## config.mk

```make
export PLATFORM = sky130hd
export DESIGN_NAME = fruit_dropper_flat
export DESIGN_NICKNAME = d
export VERILOG_FILES = /design/src/rtl/fruit_dropper_if.sv /design/src/rtl/fruit_dropper.sv /design/src/flat_wrapper.sv
export SDC_FILE = /design/constraint.sdc
export NUM_CORES = 1
export LEC_CHECK = 0
export ABC_AREA = 0
export CAP_MARGIN = 20
export CORE_MARGIN = 3
export CORE_UTILIZATION = 29
export DETAILED_ROUTE_END_ITERATION = 7
export GPL_TIMING_DRIVEN = 0
export MAX_ROUTING_LAYER = met4
export SLEW_MARGIN = 20
export SYNTH_ARGS = -nofsm -noshare
export SYNTH_HDL_FRONTEND = slang
export SYNTH_SLANG_ARGS = --single-unit
export TNS_END_PERCENT = 5
```

## constraint.sdc

```tcl
create_clock -name Clock -period 7.6 [get_ports Clock]
set_clock_uncertainty 0.2 [all_clocks]
set_input_delay 1.52 -clock Clock [delete_from_list [all_inputs] [get_ports Clock]]
set_output_delay 1.52 -clock Clock [all_outputs]
set_load 0.01 [all_outputs]
```

## src/rtl/fruit_dropper_if.sv

```systemverilog
// Fruit lane bus: game controls in, fruit position and status out.
// Latency: n/a (wires only).
// Backpressure: none; tick/collision are strobes, outputs are levels/pulses.
//
// Signals:
//   enable, tick, collision        -> driven by game logic / collisionDetect
//   X_fruit, Y_fruit, active       -> fruit position and visibility
//   caught, missed                 -> one-cycle event pulses
//   miss_count, game_over          -> score/end status
interface fruit_dropper_if;
    logic       enable;
    logic       tick;
    logic       collision;
    logic [7:0] X_fruit;
    logic [6:0] Y_fruit;
    logic       active;
    logic       caught;
    logic       missed;
    logic [3:0] miss_count;
    logic       game_over;

    // master: the fruit dropper itself
    modport master (
        input  enable, tick, collision,
        output X_fruit, Y_fruit, active, caught, missed, miss_count, game_over
    );

    // slave: whoever drives the game controls and consumes the fruit stream
    modport slave (
        output enable, tick, collision,
        input  X_fruit, Y_fruit, active, caught, missed, miss_count, game_over
    );
endinterface

```

## src/rtl/fruit_dropper.sv

```systemverilog
// Spawns a fruit at a pseudo-random X, drops it on frame ticks, reports catch/miss.
// Latency: all outputs registered; collision -> caught/active fall in 1 cycle.
// Backpressure: none; enable=0 freezes all state and drops ticks/collisions.
//
// Ports:
//   Clock, Resetn  : clock and asynchronous active-low reset
//   bus (master)   : enable/tick/collision in; X_fruit, Y_fruit, active,
//                    caught, missed, miss_count, game_over out
module fruit_dropper #(
    parameter int         SCREEN_W      = 160,
    parameter int         SCREEN_H      = 120,
    parameter int         FRUIT_SIZE    = 8,
    parameter int         FALL_DIV      = 2,
    parameter int         RESPAWN_TICKS = 30,
    parameter int         MAX_MISSES    = 3,
    parameter logic [7:0] SEED          = 8'hA5
) (
    input  logic            Clock,
    input  logic            Resetn,
    fruit_dropper_if.master bus
);

    localparam logic [7:0]  X_SPAN    = 8'(SCREEN_W - FRUIT_SIZE);
    localparam logic [6:0]  BOTTOM    = 7'(SCREEN_H - FRUIT_SIZE);
    localparam logic [15:0] DIV_LAST  = 16'(FALL_DIV - 1);
    localparam logic [15:0] WAIT_LAST = 16'(RESPAWN_TICKS - 1);
    localparam logic [3:0]  MISS_MAX  = 4'(MAX_MISSES);

    typedef enum logic [2:0] {IDLE, SPAWN, FALL, WAIT, OVER} state_t;

    state_t      state_q, state_nxt;
    logic [7:0]  lfsr_q, lfsr_nxt;
    logic [7:0]  x_q, x_nxt;
    logic [6:0]  y_q, y_nxt;
    logic [15:0] div_q, div_nxt;
    logic [15:0] wait_q, wait_nxt;
    logic        active_q, active_nxt;
    logic        caught_q, caught_nxt;
    logic        missed_q, missed_nxt;
    logic [3:0]  miss_q, miss_nxt;
    logic        over_q, over_nxt;

    logic [7:0]  lfsr_step;
    logic [7:0]  spawn_x;
    logic [3:0]  miss_inc;

    assign lfsr_step = {lfsr_q[6:0], lfsr_q[7] ^ lfsr_q[5] ^ lfsr_q[4] ^ lfsr_q[3]};
    // An 8-bit value is below 2*X_SPAN, so one conditional subtract is a full modulo.
    assign spawn_x   = (lfsr_q >= X_SPAN) ? (lfsr_q - X_SPAN) : lfsr_q;
    assign miss_inc  = (miss_q == 4'hF) ? miss_q : (miss_q + 4'd1);

    always_ff @(posedge Clock or negedge Resetn) begin
        if (!Resetn) begin
            state_q  <= IDLE;
            lfsr_q   <= SEED;
            x_q      <= '0;
            y_q      <= '0;
            div_q    <= '0;
            wait_q   <= '0;
            active_q <= 1'b0;
            caught_q <= 1'b0;
            missed_q <= 1'b0;
            miss_q   <= '0;
            over_q   <= 1'b0;
        end else begin
            state_q  <= state_nxt;
            lfsr_q   <= lfsr_nxt;
            x_q      <= x_nxt;
            y_q      <= y_nxt;
            div_q    <= div_nxt;
            wait_q   <= wait_nxt;
            active_q <= active_nxt;
            caught_q <= caught_nxt;
            missed_q <= missed_nxt;
            miss_q   <= miss_nxt;
            over_q   <= over_nxt;
        end
    end

    always_comb begin
        state_nxt  = state_q;
        lfsr_nxt   = lfsr_q;
        x_nxt      = x_q;
        y_nxt      = y_q;
        div_nxt    = div_q;
        wait_nxt   = wait_q;
        active_nxt = active_q;
        caught_nxt = 1'b0;     // pulses self-clear, even while frozen
        missed_nxt = 1'b0;
        miss_nxt   = miss_q;
        over_nxt   = over_q;

        if (bus.enable) begin
            case (state_q)
                IDLE: begin
                    active_nxt = 1'b0;
                    state_nxt  = SPAWN;
                end
                SPAWN: begin
                    x_nxt      = spawn_x;
                    y_nxt      = '0;
                    div_nxt    = '0;
                    active_nxt = 1'b1;
                    lfsr_nxt   = lfsr_step;
                    state_nxt  = FALL;
                end
                FALL: begin
                    // Catch takes priority over a step due in the same cycle.
                    if (bus.collision) begin
                        caught_nxt = 1'b1;
                        active_nxt = 1'b0;
                        wait_nxt   = '0;
                        state_nxt  = WAIT;
                    end else if (bus.tick) begin
                        if (div_q >= DIV_LAST) begin
                            div_nxt = '0;
                            if (y_q < BOTTOM) begin
                                y_nxt = y_q + 7'd1;
                            end else begin
                                missed_nxt = 1'b1;
                                miss_nxt   = miss_inc;
                                active_nxt = 1'b0;
                                wait_nxt   = '0;
                                if (miss_inc >= MISS_MAX) begin
                                    over_nxt  = 1'b1;
                                    state_nxt = OVER;
                                end else begin
                                    state_nxt = WAIT;
                                end
                            end
                        end else begin
                            div_nxt = div_q + 16'd1;
                        end
                    end
                end
                WAIT: begin
                    if (bus.tick) begin
                        if (wait_q >= WAIT_LAST) begin
                            wait_nxt  = '0;
                            state_nxt = SPAWN;
                        end else begin
                            wait_nxt = wait_q + 16'd1;
                        end
                    end
                end
                OVER: begin
                    active_nxt = 1'b0;
                    over_nxt   = 1'b1;
                end
                default: state_nxt = IDLE;
            endcase
        end
    end

    assign bus.X_fruit    = x_q;
    assign bus.Y_fruit    = y_q;
    assign bus.active     = active_q;
    assign bus.caught     = caught_q;
    assign bus.missed     = missed_q;
    assign bus.miss_count = miss_q;
    assign bus.game_over  = over_q;

endmodule
```

## src/flat_wrapper.sv

```systemverilog
// flat-port wrapper written by rule: the top's interface ports become plain ports
module fruit_dropper_flat 
#(
    parameter int         SCREEN_W      = 160,
    parameter int         SCREEN_H      = 120,
    parameter int         FRUIT_SIZE    = 8,
    parameter int         FALL_DIV      = 2,
    parameter int         RESPAWN_TICKS = 30,
    parameter int         MAX_MISSES    = 3,
    parameter logic [7:0] SEED          = 8'hA5
)
  (Clock, Resetn, bus_enable, bus_tick, bus_collision, bus_X_fruit, bus_Y_fruit, bus_active, bus_caught, bus_missed, bus_miss_count, bus_game_over);
  fruit_dropper_if bus_i ();
  input  logic Clock;
  input  logic Resetn;
  input wire logic [$bits(bus_i.enable)-1:0] bus_enable;
  input wire logic [$bits(bus_i.tick)-1:0] bus_tick;
  input wire logic [$bits(bus_i.collision)-1:0] bus_collision;
  output wire logic [$bits(bus_i.X_fruit)-1:0] bus_X_fruit;
  output wire logic [$bits(bus_i.Y_fruit)-1:0] bus_Y_fruit;
  output wire logic [$bits(bus_i.active)-1:0] bus_active;
  output wire logic [$bits(bus_i.caught)-1:0] bus_caught;
  output wire logic [$bits(bus_i.missed)-1:0] bus_missed;
  output wire logic [$bits(bus_i.miss_count)-1:0] bus_miss_count;
  output wire logic [$bits(bus_i.game_over)-1:0] bus_game_over;
  assign bus_i.enable = bus_enable;
  assign bus_i.tick = bus_tick;
  assign bus_i.collision = bus_collision;
  assign bus_X_fruit = bus_i.X_fruit;
  assign bus_Y_fruit = bus_i.Y_fruit;
  assign bus_active = bus_i.active;
  assign bus_caught = bus_i.caught;
  assign bus_missed = bus_i.missed;
  assign bus_miss_count = bus_i.miss_count;
  assign bus_game_over = bus_i.game_over;
  fruit_dropper #(.SCREEN_W(SCREEN_W), .SCREEN_H(SCREEN_H), .FRUIT_SIZE(FRUIT_SIZE), .FALL_DIV(FALL_DIV), .RESPAWN_TICKS(RESPAWN_TICKS), .MAX_MISSES(MAX_MISSES), .SEED(SEED)) u_core (.Clock(Clock), .Resetn(Resetn), .bus(bus_i));
endmodule
```

-- Yosys cells after proc, flatten, opt, wreduce, memory -nomap -nowiden
Cells that the tools add are included.
- output and inout port bits: 23
- word-level logic and storage cells: 103
- flip-flop bits (word level): 66
- reductions and logical operators: 14
- mux-type cells: 46
- add/sub/neg operators: 5
- order comparisons: 5
- equal/unequal tests: 16
- bitwise logic cells: 6
- operators by type and width (operator ; number):
    $mux W16 ; 9
    $pmux W16 S2 ; 2
    $add A16 B1 Y16 const B ; 2
    $mux W7 ; 4
    $mux W3 ; 7
    $mux W1 ; 18
    $reduce_and A6 Y1 ; 3
    $ge A16 B1 Y1 const B ; 1
    $ge A16 B5 Y1 const B ; 1
    $pmux W3 S5 ; 1
    $pmux W7 S2 ; 1
    $reduce_and A7 Y1 ; 2
    $ge A8 B8 Y1 const B ; 1
    $mux W8 ; 1
    $ne A2 B1 Y1 const B ; 4
    $ne A2 B2 Y1 const B ; 4
    $sub A8 B8 Y8 const B ; 1
    $add A7 B1 Y7 const B ; 1
    $lt A7 B7 Y1 const B ; 1
    $eq A3 B2 Y1 const B ; 2
    $ne A3 B3 Y1 const B ; 2
    $reduce_bool A2 Y1 ; 3
    $reduce_and A5 Y1 ; 1
    $add A4 B1 Y4 const B ; 1
    other kinds (15) ; 19

-- Logic depth before layout (Yosys ltp)
Gate-level depths: netlist of the first run.
- depth in word-level cells: 9
- gate-level depth with buffers: 9
- gate-level depth less buffers: 7

-- Worst setup path after synthesis of the first run
OpenSTA, ideal clock, no wires.
- kind: input -> register
- start point: input bus_collision
- end point: register u_core.y_q[5] (netlist: u_core.bus.Y_fruit[5])
- cell stages on the path: 5
- slack: 4.525 ns
- library setup time: 0.078 ns
- data required time: 7.322 ns
- arrival time: 2.796 ns
- cells stage by stage: nor4bb_1 o21a_1 o21ai_0 or4_1 a21oi_1
- word-level cells in the longest chain between the ends: 2
- ends and longest elaborated chain (element ; RTL line ; text):
    start, declared ; flat_wrapper.sv:18 ; input wire logic [$bits(bus_i.collision)-1:0] bus_collision;
    $ne A2 B2 Y1 (no source line) ; -- ;
    $reduce_and A6 Y1 (no source line) ; -- ;
    end signal, assigned ; fruit_dropper.sv:69 ; y_q <= y_nxt;
    end, declared ; fruit_dropper.sv:34 ; logic [6:0] y_q, y_nxt;
Every way passes these cells.
A chain may end at the register's enable or synchronous reset.

-- Final worst setup path of the first run
Same ends and word-level chain as after synthesis.

==> results of run 1 <==
-- cells by family after synthesis --
group / synth area share
muxes: 0.01995
and+or+nand+nor: 0.2250
AOI/OAI and AO/OA: 0.1538
xor gates and xnor gates: 0.02191
buffers and inverters: 0.04186
adders and majority gates: 0.03521
DFF: 0.5023
-- flip-flops by register name (all words and copies together), names as in the netlist --
signal                 cells
u_core.bus.caught          1
u_core.bus.active          1
u_core.bus.X_fruit         6
u_core.state_q             3
u_core.bus.missed          1
u_core.div_q              16
u_core.wait_q             16
u_core.bus.game_over       1
u_core.bus.Y_fruit         7
u_core.bus.miss_count      4
u_core.lfsr_q              8
-- Yosys cell counts (2+ instances only) --
master    count  area share
inv_1        10       0.012
nor2_1       29       0.034
and3_1        5      0.0098
mux2i_1       3      0.0094
and2_1        4      0.0078
clkbuf_1      8      0.0094
a21oi_1      13       0.020
o31ai_1       3      0.0070
and4_1        2      0.0055
xnor2_1       7       0.019
ha_1          9       0.035
o21ai_0      23       0.036
o21a_1       10       0.023
nand4_1       6       0.012
buf_2         5      0.0078
nand3_1       7       0.011
buf_4         4      0.0094
a211oi_1      2      0.0047
dfrtp_1      60        0.47
a41oi_1       7       0.019
dfstp_2       4       0.033
a31oi_1       5      0.0098
nor3_1        6      0.0094
nand2_1      45       0.053
nand3b_1      2      0.0047
nor4_1        9       0.018
nor2b_1       4      0.0078
mux2_2        3       0.011
-- worst max-delay path by stage --
stage             startpoint                    end  cells past startpoint
2_1_floorplan  bus_collision  u_core.bus.Y_fruit[5]                      5
3_3_place_gp          Resetn  u_core.bus.X_fruit[4]                      1
3_5_place_dp   bus_collision       u_core.div_q[13]                      6
4_1_cts        bus_collision  u_core.bus.Y_fruit[5]                      6
5_1_grt           bus_enable       u_core.div_q[13]                      6
6_report       bus_collision  u_core.bus.Y_fruit[5]                      6
-- routing by layer --
metal	up-vias	global-route usage
met5	-	-
met4	0	0.03163
met3	7	0.03166
met2	30	0.1703
met1	1209	0.1591
li1	1259	-
-- per-stage QoR --
step	hold slack (ns)	cell area, um2	std cells	util	total power, mW
floorplan	0.2393	3198	328	-	0.7053
global placement	0.2526	3638	491	0.3462	0.8301
detailed placement	0.2513	3656	492	0.3479	0.8383
CTS	0.2651	3852	508	0.3666	1.136
global route	0.2896	3852	508	0.3666	1.206
finish	0.2617	3852	508	0.3666	1.119
-- power by group through the flow --
stage	combinational, mW	clock, mW	sequential [mW]
after CTS	0.385	0.301	0.450
after global routing	0.430	0.317	0.459
after floorplan	0.249	0	0.456
after detailed placement	0.382	0	0.456
final	0.380	0.290	0.449
after global placement	0.375	0	0.455
-- critical path: stages --
cell,delay (ns)
clkdlybuf4s50_1,0.51
nor4bb_1,0.46
o21a_1,0.29
o21ai_0,0.21
or4_1,0.50
a21oi_1,0.15
-- final cells by class --
| type | count | area [um2] |
|---|---|---|
| plain buffers | 18 | 96.34 |
| clock buffers | 9 | 123.9 |
| clock inverters | 7 | 72.57 |
| fillers | 1054 | 6656 |
| inverters | 10 | 37.54 |
| multi-input cells | 236 | 1458 |
| flip-flops and latches | 64 | 1607 |
| well taps | 136 | 170.2 |
| repair buffers | 28 | 287.8 |
==> impl_metrics.env, run 1 <==
export IMPL_drt_met1_wl_um=3389
export IMPL_clk_pin_slew_ns=0.08
export IMPL_cts_buffer_depth=2
export IMPL_max_cap_violations=0
export IMPL_syn_avg_cell_area_um2=9.750
export IMPL_async_reset_ff_frac=1.000
export IMPL_route_met3_wl_um=213
export IMPL_syn_nets=342
export IMPL_pre_cts_ws_ns=3.677
export IMPL_vias=2505
export IMPL_power_density_nw_per_um2=290.3
export IMPL_ys_types=61
export IMPL_clk_latency_ns=0.34
export IMPL_die_w_um=111.0
export IMPL_grt_pass1_vias=2419
export IMPL_antennaDiodeCount=0
export IMPL_p_sw_frac=0.3493
export IMPL_seq_area_frac_synth=0.5023
export IMPL_synth_warnings=0
export IMPL_postCtsHoldBufs=0
export IMPL_numClockSinks=64
export IMPL_worstMarginPinSlew_ns=0.5957
export IMPL_finalHoldViolCount=0
export IMPL_met2_length_um=3031
export IMPL_cp_data_arrival_time_ns=3.65
export IMPL_holdPathEnd="u_core.lfsr_q[2]"
export IMPL_wl_um=6705
export IMPL_min_delay_path_depth=2
export IMPL_final_common_cell="dfrtp_1"
export IMPL_synth_edff_count=0
export IMPL_antenna_left=0
export IMPL_power_combinational_fraction=0.339
export IMPL_crit_fanout=8
export IMPL_wire_per_inst_um=13.20
export IMPL_worst_slack_ns=4.005
export IMPL_internal_power_mw=0.7278
export IMPL_io_buffers=27
export IMPL_grt_pass1_wl_um=11650
export IMPL_cts_tree="built"
export IMPL_fmax_ghz=0.2782
export IMPL_timing_rr_start="u_core.div_q[0]"
export IMPL_grt_max_degree=36
export IMPL_area_growth_pct=20.46
export IMPL_start_kind="input port"
export IMPL_antenna_found_initial=0
export IMPL_holdCritStartpoint="u_core.lfsr_q[2]"
export IMPL_track_usage=0.1162
export IMPL_viasPerCell=4.931
export IMPL_layout_nets=381
export IMPL_endpoint_kind="flop"
export IMPL_htree_levels=3
export IMPL_num_rows=37
export IMPL_syn_cell_area_um2=3198
export IMPL_finalCritPeriodShare=0.4730
export IMPL_fin_setup_tns_ns=0
export IMPL_layout_common_cells="dfrtp_1, nand2_1, nor2_1"
export IMPL_dp_hpwl_um=4795
export IMPL_drt_initial_drc_count=140
export IMPL_power_share_sequential=0.402
export IMPL_slew_violations=0
export IMPL_die_y_um=111.0
export IMPL_regToRegEndpoint="u_core.wait_q[6]"
export IMPL_root_buffer="clkbuf_8"
export IMPL_cts_resized=0
export IMPL_ys_ff_latch=64
export IMPL_crit_required_ns=7.66
export IMPL_start_util=0.3043
export IMPL_numCtsBuffers=9
export IMPL_min_period_ns=3.595
export IMPL_synth_main_ff_cell="dfrtp_1"
export IMPL_ir_drop_v=0.0001393
export IMPL_core_um2=10510
export IMPL_r2r_setup_slack_ns=4.86
export IMPL_gp_congestion=0.8098
export IMPL_die_area_um2=12320
export IMPL_power_clock_fraction=0.259
export IMPL_first_pass_iters=4
export IMPL_drcViolationCount=0
export IMPL_rsz0062_at_grt="false"
export IMPL_highest_layer="met4"
export IMPL_power_leakage_nw=1.705
export IMPL_post_cts_setup_buffer_count=0
export IMPL_ios=28
export IMPL_layout_drive_gt1_share=0.1237
export IMPL_switching_power_mw=0.3908
export IMPL_synth_cells=328
export IMPL_hold_path_class="reg -> reg"
export IMPL_slew_headroom=0.5972
export IMPL_crit_type="in -> reg"
export IMPL_finalSetupViolations=0
export IMPL_grt_overflow_total=0
export IMPL_status="finished clean"
export IMPL_r2r_cells=9
Note: power is estimated with default switching activity, not from simulation.
==> run 2: changes to the inputs <==
clock period = 2.9 ns   (was 7.6 ns; I/O delays follow)
==> run 2 against run 1 <==
Global-route usage barely moved. Flip-flop and latch count did not move. Critical path depth did not move. Hold slack improved by 0.00071 ns. Clock power rose to 2.6 times the previous value. Largest power group unchanged.
==> impl_metrics.env, run 2 (synthesis gave the netlist of run 1 again) <==
export IMPL_power_density_nw_per_um2=761.3
export IMPL_cp_data_arrival_time_ns=2.72
export IMPL_numClockSinks=64
export IMPL_layout_nets=382
export IMPL_reg_top3="u_core.div_q (16), u_core.wait_q (16), u_core.lfsr_q (8)"
export IMPL_holdPathEnd="u_core.lfsr_q[2]"
export IMPL_r2r_cells=7
export IMPL_r2r_setup_slack_ns=0.32
export IMPL_critPathBufInv=1
export IMPL_cts_tree="built"
export IMPL_slowest_delay_ns=0.51
export IMPL_crit_chain="clkdlybuf4s50_1 > nor4bb_1 > o21a_1 > o21ai_0 > or4_1 > a21oi_1"
export IMPL_slowest_stage="clkdlybuf4s50_1"
export IMPL_ios=28
export IMPL_crit_type="in -> reg"
export IMPL_layout_drive_gt1_share=0.1260
export IMPL_core_um2=10510
export IMPL_finalSetupViolations=0
export IMPL_numCtsBuffers=9
export IMPL_hold_ws_ns=0.2624
export IMPL_crit_fanout=8
export IMPL_grt_pass1_vias=2428
export IMPL_nFillCells=1053
export IMPL_seq_area_um2=1607
export IMPL_io_buffers=27
export IMPL_die_w_um=111.0
export IMPL_clk_latency_ns=0.34
export IMPL_finalHoldViolCount=0
export IMPL_wire_per_inst_um=13.38
export IMPL_grt_max_degree=36
export IMPL_holdCritStartpoint="u_core.lfsr_q[2]"
export IMPL_drcViolationCount=0
export IMPL_crit_cells=6
export IMPL_dp_hpwl_um=4795
export IMPL_antennaDiodeCount=0
export IMPL_ir_drop_v=0.0003636
export IMPL_crit_required_ns=2.96
export IMPL_area_growth_pct=20.97
export IMPL_grt_pass1_wl_um=11650
export IMPL_status="finished clean"
export IMPL_gp_congestion=0.8098
export IMPL_start_util=0.3043
export IMPL_min_delay_path_depth=2
export IMPL_multiInputGateArea_um2=1464
export IMPL_wl_um=6808
export IMPL_slew_headroom=0.6270
export IMPL_min_period_ns=2.666
export IMPL_power_leakage_nw=1.712
export IMPL_root_buffer="clkbuf_8"
export IMPL_max_cap_violations=0
export IMPL_antenna_left=0
export IMPL_first_pass_iters=4
export IMPL_rsz0062_at_grt="false"
export IMPL_endpoint_kind="flop"
export IMPL_final_util=0.3681
export IMPL_cts_buffer_depth=2
export IMPL_drt_initial_drc_count=143
export IMPL_timing_rr_start="u_core.wait_q[0]"
export IMPL_worstMarginPinSlew_ns=0.5544
export IMPL_slew_violations=0
export IMPL_track_usage=0.1161
export IMPL_finalCritPeriodShare=0.9192
export IMPL_htree_levels=3
export IMPL_num_rows=37
export IMPL_viasPerCell=4.961
export IMPL_regToRegEndpoint="u_core.state_q[1]"
export IMPL_final_common_cell="dfrtp_1"
export IMPL_die_y_um=111.0
export IMPL_clk_pin_slew_ns=0.08
export IMPL_hold_path_class="reg -> reg"
export IMPL_vias=2525
export IMPL_start_kind="input port"
export IMPL_layout_common_cells="dfrtp_1, nand2_1, nor2_1"
export IMPL_post_cts_setup_buffer_count=0
export IMPL_antenna_found_initial=0
export IMPL_grt_overflow_total=0
export IMPL_cp_top_family="simple AND/OR/NAND/NOR gates"
export IMPL_die_area_um2=12320
export IMPL_fmax_ghz=0.3751
run 2: changes by cell type in the layout (fill, tap and decap cells not counted), sizes merged:
cell,before,now
dlygate4sd3,0,1
run 2: stage by stage:
step	setup TNS, ns	total power, mW	instance area, um2	setup slack, ns	cells
after floorplan	0	1.848	3198	0.5217	328
after global placement	-72.45	2.175	3638	-1.175	491
after detailed placement	-0.8700	2.197	3656	-0.08285	492
after CTS	0	2.978	3862	0.1662	509
after global routing	0	3.172	3869	0.06477	509
final	0	2.945	3869	0.2344	509
run 2: final cells by class:
class | count | share of cell area
Timing Repair Buffer | 29 | 0.07697
Buffer | 18 | 0.02490
Tap cell | 136 | 0.04398
Clock inverter | 7 | 0.01876
Clock buffer | 9 | 0.03202
Sequential cell | 64 | 0.4153
Multi-Input combinational cell | 236 | 0.3784
Inverter | 10 | 0.009702
run 2: power by group:
part | leakage (nW) | switching (mW) | total [mW] | internal, mW
clock network | 0.0952 | 0.364 | 0.760 | 0.396
logic | 0.759 | 0.536 | 1.01 | 0.470
registers | 0.858 | 0.131 | 1.18 | 1.05
total | 1.71 | 1.03 | 2.95 | 1.91
run 2: worst max path at each step:
stage	slack, ns	startpoint	to
floorplan	0.52	u_core.div_q[0]	u_core.state_q[1]
global placement	-1.17	Resetn	u_core.bus.X_fruit[4]
CTS	0.17	u_core.div_q[0]	u_core.wait_q[6]
finish	0.23	bus_collision	u_core.bus.Y_fruit[5]
detailed placement	-0.08	bus_collision	u_core.div_q[13]
global route	0.06	bus_enable	u_core.div_q[13]
run 2: worst min-delay path: stages, from the launching register on:
cell	delay [ns]
dfstp_2	0.37
nand2_1	0.05
nand2_1	0.05
run 2: repair_timing:
item | CTS | global route
endpoints found under the hold margin | 26 | 0
hold buffers | 1 | 0
endpoints found under the setup margin | 0 | 2
gates resized for setup | 0 | 1
run 2: layer usage:
layer | wire [um] | up-vias | share of wire | global-route usage
met5 | 0 | - | 0 | -
met4 | 72 | 0 | 0.011 | 0.03163
met3 | 238 | 7 | 0.035 | 0.03221
met2 | 3098 | 40 | 0.46 | 0.1715
met1 | 3398 | 1220 | 0.50 | 0.1574
li1 | - | 1258 | - | -
==> run 3: changes to the inputs <==
MAX_ROUTING_LAYER = unset   (was met4)
SKIP_CTS_REPAIR_TIMING = 1   (was unset)
==> run 3 against run 2 <==
Total power barely moved. First-iteration DRC count fell by 4.2%. Utilization did not move. Flip-flop and latch count did not move. Die area did not move. Clock power barely moved. Combinational power barely moved. Highest routed layer unchanged.
==> impl_metrics.env, run 3 (synthesis gave the netlist of run 1 again) <==
export IMPL_holdCritStartpoint="u_core.lfsr_q[2]"
export IMPL_clk_latency_ns=0.34
export IMPL_power_density_nw_per_um2=760.9
export IMPL_first_pass_iters=4
export IMPL_crit_start="bus_collision"
export IMPL_slowest_delay_ns=0.51
export IMPL_grt_pass1_wl_um=11640
export IMPL_slowest_stage="clkdlybuf4s50_1"
export IMPL_layout_common_cells="dfrtp_1, nand2_1, nor2_1"
export IMPL_ios=28
export IMPL_antennaDiodeCount=0
export IMPL_critPathBufInv=1
export IMPL_die_y_um=111.0
export IMPL_cp_data_arrival_time_ns=2.70
export IMPL_reg_top3="u_core.div_q (16), u_core.wait_q (16), u_core.lfsr_q (8)"
export IMPL_finalHoldViolCount=0
export IMPL_wire_per_inst_um=13.37
export IMPL_antenna_found_initial=0
export IMPL_finalSetupViolations=0
export IMPL_status="finished clean"
export IMPL_root_buffer="clkbuf_8"
export IMPL_finalCritPeriodShare=0.9120
export IMPL_vias=2519
export IMPL_start_kind="input port"
export IMPL_multiInputGateArea_um2=1464
export IMPL_crit_fanout=8
export IMPL_grt_max_degree=36
export IMPL_drt_initial_drc_count=137
export IMPL_rsz0062_at_grt="false"
export IMPL_power_leakage_nw=1.712
export IMPL_io_buffers=27
export IMPL_htree_levels=3
export IMPL_cts_buffer_depth=2
export IMPL_area_growth_pct=20.97
export IMPL_clk_pin_slew_ns=0.08
export IMPL_numClockSinks=64
export IMPL_ir_drop_v=0.0003650
export IMPL_antenna_left=0
export IMPL_worstMarginPinSlew_ns=0.5775
export IMPL_dp_hpwl_um=4795
export IMPL_timing_rr_start="u_core.wait_q[0]"
export IMPL_slew_violations=0
export IMPL_fmax_ghz=0.3781
export IMPL_final_common_cell="dfrtp_1"
export IMPL_place_area_um2=3656
export IMPL_cts_tree="built"
export IMPL_final_area_um2=3869
export IMPL_crit_chain="clkdlybuf4s50_1 > nor4bb_1 > o21a_1 > o21ai_0 > or4_1 > a21oi_1"
export IMPL_cp_top_family="simple AND/OR/NAND/NOR gates"
export IMPL_min_period_ns=2.645
export IMPL_grt_pass1_vias=2421
export IMPL_start_util=0.3043
export IMPL_final_util=0.3681
export IMPL_numCtsBuffers=9
export IMPL_layout_nets=382
export IMPL_max_cap_violations=0
export IMPL_gp_congestion=0.7983
export IMPL_track_usage=0.1126
export IMPL_grt_overflow_total=0
export IMPL_wl_um=6807
export IMPL_crit_type="in -> reg"
export IMPL_die_w_um=111.0
export IMPL_core_um2=10510
export IMPL_num_rows=37
export IMPL_hold_path_class="reg -> reg"
export IMPL_drcViolationCount=0
export IMPL_layout_drive_gt1_share=0.1260
export IMPL_endpoint_kind="flop"
export IMPL_nFillCells=1053
export IMPL_crit_required_ns=2.96
export IMPL_die_area_um2=12320
export IMPL_viasPerCell=4.949
export IMPL_slew_headroom=0.6115
export IMPL_seq_area_um2=1607
-- run 3: cell counts in the layout (fill, tap and decap cells not counted) --
Identical to the previous run, type by type.
-- run 3: worst min-delay path, cell delays in order, from the launching register on --
cell,delay (ns)
dfstp_2,0.37
nand2_1,0.05
nand2_1,0.05
-- run 3: worst paths after layout --
kind                                    endpoint  slack (ns)  cells after the start
max                        u_core.bus.Y_fruit[5]        0.26                      6
min                             u_core.lfsr_q[2]        0.26                      2
max reg2reg                    u_core.state_q[1]        0.32                      7
min reg2reg                     u_core.lfsr_q[2]        0.26                      2
max in group asynchronous       u_core.lfsr_q[7]        1.40                      3
min in group asynchronous       u_core.div_q[11]        0.52                      2
-- run 3: final cells by class --
type,count,share of cell area
clock inverter,7,0.01876
sequential,64,0.4153
timing repair buffer,29,0.07697
buffer,18,0.02490
multi-input combinational,236,0.3784
tap,136,0.04398
clock buffer,9,0.03202
inverter,10,0.009702
-- run 3: metal layers --
metal  global-route usage  wire (um)  vias up  part of all wire
li1                     -          -     1260                 -
met1               0.1560       3366     1216              0.49
met2               0.1707       3098       36              0.46
met3              0.03439        266        7             0.039
met4              0.03163         76        0             0.011
met5                    0          0        -                 0
-- run 3: per-stage QoR --
stage / instances / worst slack, ns / hold slack, ns / power [mW] / setup TNS (ns)
after global placement: 491 / -1.175 / 0.2526 / 2.175 / -72.45
after detailed placement: 492 / -0.08285 / 0.2513 / 2.197 / -0.8700
after global routing: 509 / 0.07843 / 0.2896 / 3.171 / 0
final: 509 / 0.2552 / 0.2618 / 2.944 / 0
after floorplan: 328 / 0.5217 / 0.08441 / 1.848 / 0
after CTS: 508 / 0.1662 / -0.02967 / 2.977 / 0
-- run 3: where the power goes --
group          internal (mW)  switching (mW)
sequential              1.05           0.131
combinational          0.470           0.535
clock                  0.396           0.364
